[src/rtl/sqr_pkg.sv]
// Shared types and default widths for the sequential squarer.
package sqr_pkg;

    localparam int XW = 10;
    localparam int SW = 2 * XW;

    typedef enum logic [1:0] {
        IDLE = 2'd0,
        ITER = 2'd1,
        DONE = 2'd2
    } state_t;

endpackage

[src/rtl/sqr_fsm.sv]
// Controller for sqr_seq: sequences load, per-cycle accumulation and result capture.
module sqr_fsm
    import sqr_pkg::*;
(
    input  logic clk,
    input  logic reset,
    input  logic start,
    input  logic cnt_zero,
    input  logic sat,
    output logic ld,
    output logic acc_en,
    output logic sq_ld,
    output logic busy,
    output logic done
);

    state_t state, state_nx;

    always_ff @(posedge clk or negedge reset) begin
        if (!reset) begin
            state <= IDLE;
        end else begin
            state <= state_nx;
        end
    end

    always_comb begin
        state_nx = state;
        ld       = 1'b0;
        acc_en   = 1'b0;
        sq_ld    = 1'b0;
        busy     = 1'b0;
        done     = 1'b0;
        case (state)
            IDLE: begin
                if (start) begin
                    ld       = 1'b1;
                    state_nx = ITER;
                end
            end
            ITER: begin
                busy = 1'b1;
                // Either the count ran out or the running sum would pass 16 bits.
                if (cnt_zero || sat) begin
                    sq_ld    = 1'b1;
                    state_nx = DONE;
                end else begin
                    acc_en = 1'b1;
                end
            end
            DONE: begin
                busy     = 1'b1;
                done     = 1'b1;
                state_nx = IDLE;
            end
            default: state_nx = IDLE;
        endcase
    end

endmodule

[src/rtl/sqr_seq.sv]
// Sequential squarer: x*x as the sum of the first x odd numbers, one term per cycle.
// Build option SQR_SAT16_EN: saturate to 16'hFFFF with early exit.
module sqr_seq #(
    parameter int XW = sqr_pkg::XW,
    parameter int SW = 2 * XW
) (
    input  logic          clk,
    input  logic          reset,
    input  logic          start,
    input  logic [XW-1:0] x,
    output logic          busy,
    output logic          done,
    output logic [SW-1:0] sq
);

    logic [SW-1:0] acc;
    logic [XW:0]   odd;
    logic [XW-1:0] cnt;
    logic          ld, acc_en, sq_ld, cnt_zero, sat;

    assign cnt_zero = (cnt == '0);

`ifdef SQR_SAT16_EN
    localparam logic [SW:0] SAT_MAX = (SW+1)'(16'hFFFF);

    function automatic logic over_16(input logic [SW-1:0] a, input logic [XW:0] o);
        return ({1'b0, a} + (SW+1)'(o)) > SAT_MAX;
    endfunction

    function automatic logic [SW-1:0] sat16(input logic s, input logic [SW-1:0] a);
        return s ? SW'(16'hFFFF) : a;
    endfunction

    assign sat = !cnt_zero && over_16(acc, odd);
`else
    assign sat = 1'b0;
`endif

    sqr_fsm u_fsm (
        .clk      (clk),
        .reset    (reset),
        .start    (start),
        .cnt_zero (cnt_zero),
        .sat      (sat),
        .ld       (ld),
        .acc_en   (acc_en),
        .sq_ld    (sq_ld),
        .busy     (busy),
        .done     (done)
    );

    always_ff @(posedge clk or negedge reset) begin
        if (!reset) begin
            acc <= '0;
            odd <= (XW+1)'(1);
            cnt <= '0;
            sq  <= '0;
        end else begin
            if (ld) begin
                cnt <= x;
                acc <= '0;
                odd <= (XW+1)'(1);
            end else if (acc_en) begin
                acc <= acc + SW'(odd);
                odd <= odd + (XW+1)'(2);
                cnt <= cnt - XW'(1);
            end
            if (sq_ld) begin
`ifdef SQR_SAT16_EN
                sq <= sat16(sat, acc);
`else
                sq <= acc;
`endif
            end
        end
    end

endmodule

[config.mk]
export PLATFORM = sky130hd
export DESIGN_NAME = sqr_seq
export DESIGN_NICKNAME = d
export VERILOG_FILES = /design/src/rtl/sqr_pkg.sv /design/src/rtl/sqr_fsm.sv /design/src/rtl/sqr_seq.sv
export SDC_FILE = /design/constraint.sdc
export NUM_CORES = 1
export LEC_CHECK = 0
export CORE_MARGIN = 2
export CORE_UTILIZATION = 40
export DETAILED_ROUTE_END_ITERATION = 10
export SKIP_LAST_GASP = 1
export SLEW_MARGIN = 20
export SYNTH_ARGS = -nofsm -noshare
export SYNTH_HDL_FRONTEND = slang
export SYNTH_SLANG_ARGS = --single-unit
[constraint.sdc]
create_clock -name clk -period 5.3 [get_ports clk]
set_clock_uncertainty 0.05 [all_clocks]
set_input_delay 1.06 -clock clk [delete_from_list [all_inputs] [get_ports clk]]
set_output_delay 1.06 -clock clk [all_outputs]
set_load 0.05 [all_outputs]
* Word level (Yosys, flattened, before mapping) *
Index checks and enable logic that the tools add are counted.
W data, S select, Z words.

operators by class
  add/subtract/negate cells = 3
  multiply operators = 0
  div/mod/pow operators = 0
  order comparisons = 0
  equality and inequality tests = 4
  shift operators = 0
  multiplexer cells = 17
  bitwise gates (word level) = 0
  reduce and logical (&&, ||, !) cells = 5

operators with widths
  kind                     count
  $mux W20                 2
  $mux W11                 2
  $add A20 B11 Y20         1
  $mux W10                 2
  $add A11 B2 Y11 const B  1
  $logic_not A10 Y1        1
  $sub A10 B1 Y10 const B  1
  $mux W1                  8
  $mux W2                  2
  $ne A2 B2 Y1 const B     2
  $pmux W2 S2              1
  $eq A2 B1 Y1 const B     1
  $eq A2 B2 Y1 const B     1
  $logic_not A2 Y1         1
  $reduce_and A2 Y1        1
  $reduce_bool A2 Y1       1
  $reduce_or A2 Y1         1

word-level totals
  register bits = 63
  bits in latches = 0
  bits in writable memories = 0
  ROM bits = 0
  bits of input ports = 13
  output and inout port bits = 22
  word-level logic and storage cells = 34
  memories = 0

* Depth between registers and ports, before layout *
  word-level depth = 5
  gate-level depth with buffers = 9

* Modules after synthesis *
Synthesis repeated with hierarchy kept, for this count alone.

unflattened totals
  cell total of the unflattened synthesis = 362
  area total of the unflattened synthesis = 3601.0 um^2

modules (own cells, without submodules)
  module   times used  cells each  area each (um^2)
  sqr_seq  1           345         3412.0
  sqr_fsm  1           17          188.9

* Worst setup path after synthesis *
No wires, ideal clock.

  path type = register to register
  start = register odd[0]
  end = register acc[16]
  setup time = 0.132 ns
  arrival = 2.180 ns
  required time = 5.118 ns
  setup slack = 2.938 ns
  stages on the path, launching flop included = 10
  buffers on the path = 0
  period minus slack after synthesis = 2.362 ns
  path through = dfstp_2 -> ha_1 -> inv_1 -> fa_1 -> nor2b_1 -> o31a_1 -> o21ai_0 -> a2111oi_2 -> xnor2_1 -> nor2_1

on the way
  longest elaborated chain between the ends = 3

RTL lines
  element                   RTL line       RTL
  start: declaration        sqr_seq.sv:17  logic [XW:0] odd;
  start signal: assignment  sqr_seq.sv:55  odd <= (XW+1)'(1);
  start signal: assignment  sqr_seq.sv:62  odd <= (XW+1)'(1);
  start signal: assignment  sqr_seq.sv:65  odd <= odd + (XW+1)'(2);
  $add A20 B11 Y20          sqr_seq.sv:64  acc <= acc + SW'(odd);
  $mux W20                  sqr_seq.sv:63  end else if (acc_en) begin
  $mux W20                  sqr_seq.sv:59  if (ld) begin
  end signal: assignment    sqr_seq.sv:64
  end: declaration          sqr_seq.sv:16  logic [SW-1:0] acc;

Every way passes these cells. The select of a mux whose other input is x is not followed.
A chain may end at the register's enable or synchronous reset.

* Worst setup path after layout *
  start = register u_fsm.state[0]
  end = output busy

on the way
  longest elaborated chain between the ends = 3

RTL lines
  element                                              RTL line       RTL
  start: declaration                                   sqr_fsm.sv:17  state_t state, state_nx;
  start signal: assignment                             sqr_fsm.sv:23  state <= state_nx;
  $eq A2 B2 Y1 / $eq A2 B1 Y1 (equally long branches)  sqr_fsm.sv:34  case (state)
  $reduce_or A2 Y1 (no source line) (*)                --
  $mux W1 (*)                                          sqr_fsm.sv:34
  end: declaration                                     sqr_seq.sv:11  output logic busy,

Mark *: on every way between the ends. The rest lies on a longest branch, timed or not.

==> impl_metrics.csv <==
group,metric,value,unit
outcome,outcome,"finished, final reports clean",
global_routing,grt_first_pass_wirelength,11600,um
route,routedWlPerCell,13.9,um
critical_path,crit_slowest_cell,"sky130_fd_sc_hd__clkdlybuf4s50_1",
route,postRouteWirelength,6660,um
route,number_of_remaining_drc_errors,0,
route,via_count,2478,
critical_path,critical_path_peak_fanout,3,
timing,finalWorstPathRequiredPeriod,2990,ps
layout,insertedDiodeCount,0,
route,vias_per_cell,5.17,
timing,clock.fmax,0.334,GHz
layout,drive_gt1_share,9.09,%
route,drt_pass_1_iters,4,
layout,layout.filler_cells,748,
timing,max_slew_margin,38.6,%
synthesis,netlist_top_cells_area,"sky130_fd_sc_hd__dfrtp_1 47%, sky130_fd_sc_hd__ha_1 6.4%, sky130_fd_sc_hd__xnor2_1 5.5%, sky130_fd_sc_hd__mux2_1 4.4%, sky130_fd_sc_hd__nor2_1 3.9%",
cts,post_cts_hold_buffer_count,0,
cts,clockBufferDepth,2,
synthesis,synth.ff_latch_count,63,
cts,cts_htree_levels,3,
cts,post-cts-setup-buffer-count,0,
timing,rsz0062_at_grt,"false",
placement,pre_cts_slack,2240,ps
timing,holdWs,434,ps
synthesis,yosys.cell_types.count,49,
cts,tritoncts,"yes",
die,floorplan.io_pins,35,
min_path,worst_hold_path_type,"reg2reg",
synthesis,synth_enable_flop_cells,0,
critical_path,worst-endpoint-arrival,1880,ps
cts,clkTransAtPathRegs,70,ps
global_routing,grt.overflow.total,0,
global_routing,antenna_found_initial,0,
job,max-cap-violations,0,
synthesis,ys_seq_area_share,47.4,%
cts,numClockSinks,63,
critical_path,worstSetupStartpointType,"flop",
placement,hpwlAfterDp,4590,um
timing,final-max-slew-violation-count,0,
critical_path,timing.setup.critical_path_class,"reg2out",
layout,multi_input_comb_area,1650,um^2
critical_path,critical_path_required,4190,ps
cts,cts_root_buf,"sky130_fd_sc_hd__clkbuf_8",
placement,placement.io_buffers,34,
synthesis,synthesis.area_per_instance,10.0,um^2
global_routing,first_global_vias,2419,
die,core,8130,um^2
timing,hold_viol_final,0,
placement,gp_congestion,0.839,
global_routing,globalRouteTotalUtil,16.7,%
synthesis,syn-instance-count,332,
layout,final-seq-area,1580,um^2
synthesis,postSynth.asyncResetShare,100,%
route,detail-route-antenna-nets,0,
synthesis,synth_top_area_cell,"sky130_fd_sc_hd__dfrtp_1",
layout,finish.net_count,400,
power_and_ir_drop,vdd_drop_max,202,uV
cts,clk_latency,350,ps
synthesis,synth-main-ff-cell,"sky130_fd_sc_hd__dfrtp_1",
cts,tritoncts.num_buffers,9,
timing,max_slew.worst_pin.slew,920,ps
synthesis,netlist_area,3330,um^2
layout,final_util,48.9,%
synthesis,synth_top_area_share,46.6,%
timing,period_share,56.4,%
critical_path,crit_path_end_kind,"output port",
timing,tns,0,ps
power_and_ir_drop,powerDensity,438,nW/um^2
critical_path,delay_contributed_by_the_slowest_stage_of_the_critical_path,790,ps
die,core.rowCount,33,
layout,area_growth_syn_to_layout,19.6,%
power_and_ir_drop,power.leakage,1.72,nW
synthesis,post_synthesis_net_count,363,
die,floorplan.initialDensity,40.9,%
synthesis,number_of_synthesis_warnings,0,
global_routing,grt_max_degree,64,
die,chipWidth,95.2,um
route,detail_route.iter0.violations,109,
die,die_y,95.2,um
timing,number_of_failing_setup_endpoints_in_the_final_timing_report,0,
timing,final.setup.worst_slack,2310,ps
die,die_area,9060,um^2
critical_path,crit_chain,"inv_1 -> ha_1 -> clkdlybuf4s50_1",
cts,ctsResizeCount,0,
[state kept, by name (all words and copies together), names as in the netlist]
register     cells
sq              20
cnt             10
u_fsm.state      2
acc             20
odd             11
[layer usage]
layer	track usage, %	routed length (um)	vias to the layer above	share of wire (%)
met5	0	0	-	0
met4	7.25	86	0	1.3
met1	23.3	3350	1205	50
met2	25.6	3090	28	46
li1	-	-	1238	-
met3	2.85	143	7	2.1
[path summary, 6_finish.rpt]
kind / cells after the start / endpoint / slack (ps) / startpoint
setup / recovery: 3 / busy / 2310 / u_fsm.state[0]
hold / removal: 2 / sq[11] / 430 / sq[11]
setup reg to reg: 9 / acc[16] / 2550 / odd[0]
hold reg to reg: 2 / sq[11] / 430 / sq[11]
max in group asynchronous: 2 / sq[10] / 3830 / reset
min in group asynchronous: 2 / sq[4] / 830 / reset
[report_power, final]
group          switching [mW]  total (mW)  leakage [nW]  internal, mW
clock                   0.191       0.433         0.105         0.242
combinational           0.389       0.644         0.767         0.255
sequential             0.0873       0.664         0.844         0.577
[cell usage after synthesis, drive strengths merged, types with 3 or more instances]
cell type  count
nand2         33
o21ai         25
ha            17
nor2b          3
inv           12
o31ai          3
nand3         10
xnor2         21
mux2          18
buf            7
or3            7
dfrtp         62
nor3           6
a21oi         18
nor2          36
xor2           8
clkbuf         5
a31oi          3
nand4          8
a211oi         5
[critical path: cells and delay by family (launching register included)]
| family | cells | cell delay, ps |
|---|---|---|
| fa+ha+maj | 1 | 280 |
| flops | 1 | 380 |
| buf+inv | 2 | 880 |
[cells in the final DEF, fill, tap and decap left out, types with 4 or more instances in the layout]
cell | synthesis | final
sky130_fd_sc_hd__a211oi_1 | 5 | 5
sky130_fd_sc_hd__a21oi_1 | 18 | 18
sky130_fd_sc_hd__buf_4 | 2 | 4
sky130_fd_sc_hd__clkbuf_8 | 0 | 11
sky130_fd_sc_hd__clkdlybuf4s50_1 | 0 | 33
sky130_fd_sc_hd__dfrtp_1 | 62 | 62
sky130_fd_sc_hd__ha_1 | 17 | 17
sky130_fd_sc_hd__inv_1 | 12 | 12
sky130_fd_sc_hd__mux2_1 | 13 | 13
sky130_fd_sc_hd__mux2_2 | 4 | 4
sky130_fd_sc_hd__nand2_1 | 33 | 33
sky130_fd_sc_hd__nand3_1 | 10 | 10
sky130_fd_sc_hd__nand4_1 | 7 | 7
sky130_fd_sc_hd__nor2_1 | 35 | 35
sky130_fd_sc_hd__nor3_1 | 6 | 6
sky130_fd_sc_hd__o21ai_0 | 23 | 23
sky130_fd_sc_hd__or3_1 | 7 | 7
sky130_fd_sc_hd__xnor2_1 | 21 | 21
sky130_fd_sc_hd__xor2_1 | 8 | 8
[metrics by stage]
stage               instance area, um^2  std cells  power [mW]
detailed placement                 3770        463        1.32
global placement                   3770        463        1.30
CTS                                3980        479        1.76
finish                             3980        479        1.74
global route                       3980        479        1.88
floorplan                          3330        332        1.15
[area by class of cell]
class	count	share of cell area [%]
sequential	63	39.7
clock buffer	11	3.81
inverter	12	1.13
multi-input combinational	245	41.5
clock inverter	5	1.42
tap	105	3.30
timing repair buffer	38	9.19
[kinds of logic (layout without fill, tap and decap cells)]
family	count (synthesis)	count (layout)	synth area share, %
buffers and inverters	24	66	3.12
muxes	19	19	6.51
xor gates and xnor gates	29	29	7.63
adders and majority gates	18	18	7.00
AOI/OAI and AO/OA	63	63	11.4
and+or+nand+nor	116	116	16.9
DFF	63	63	47.4
Power figures use the tool's default switching activity.
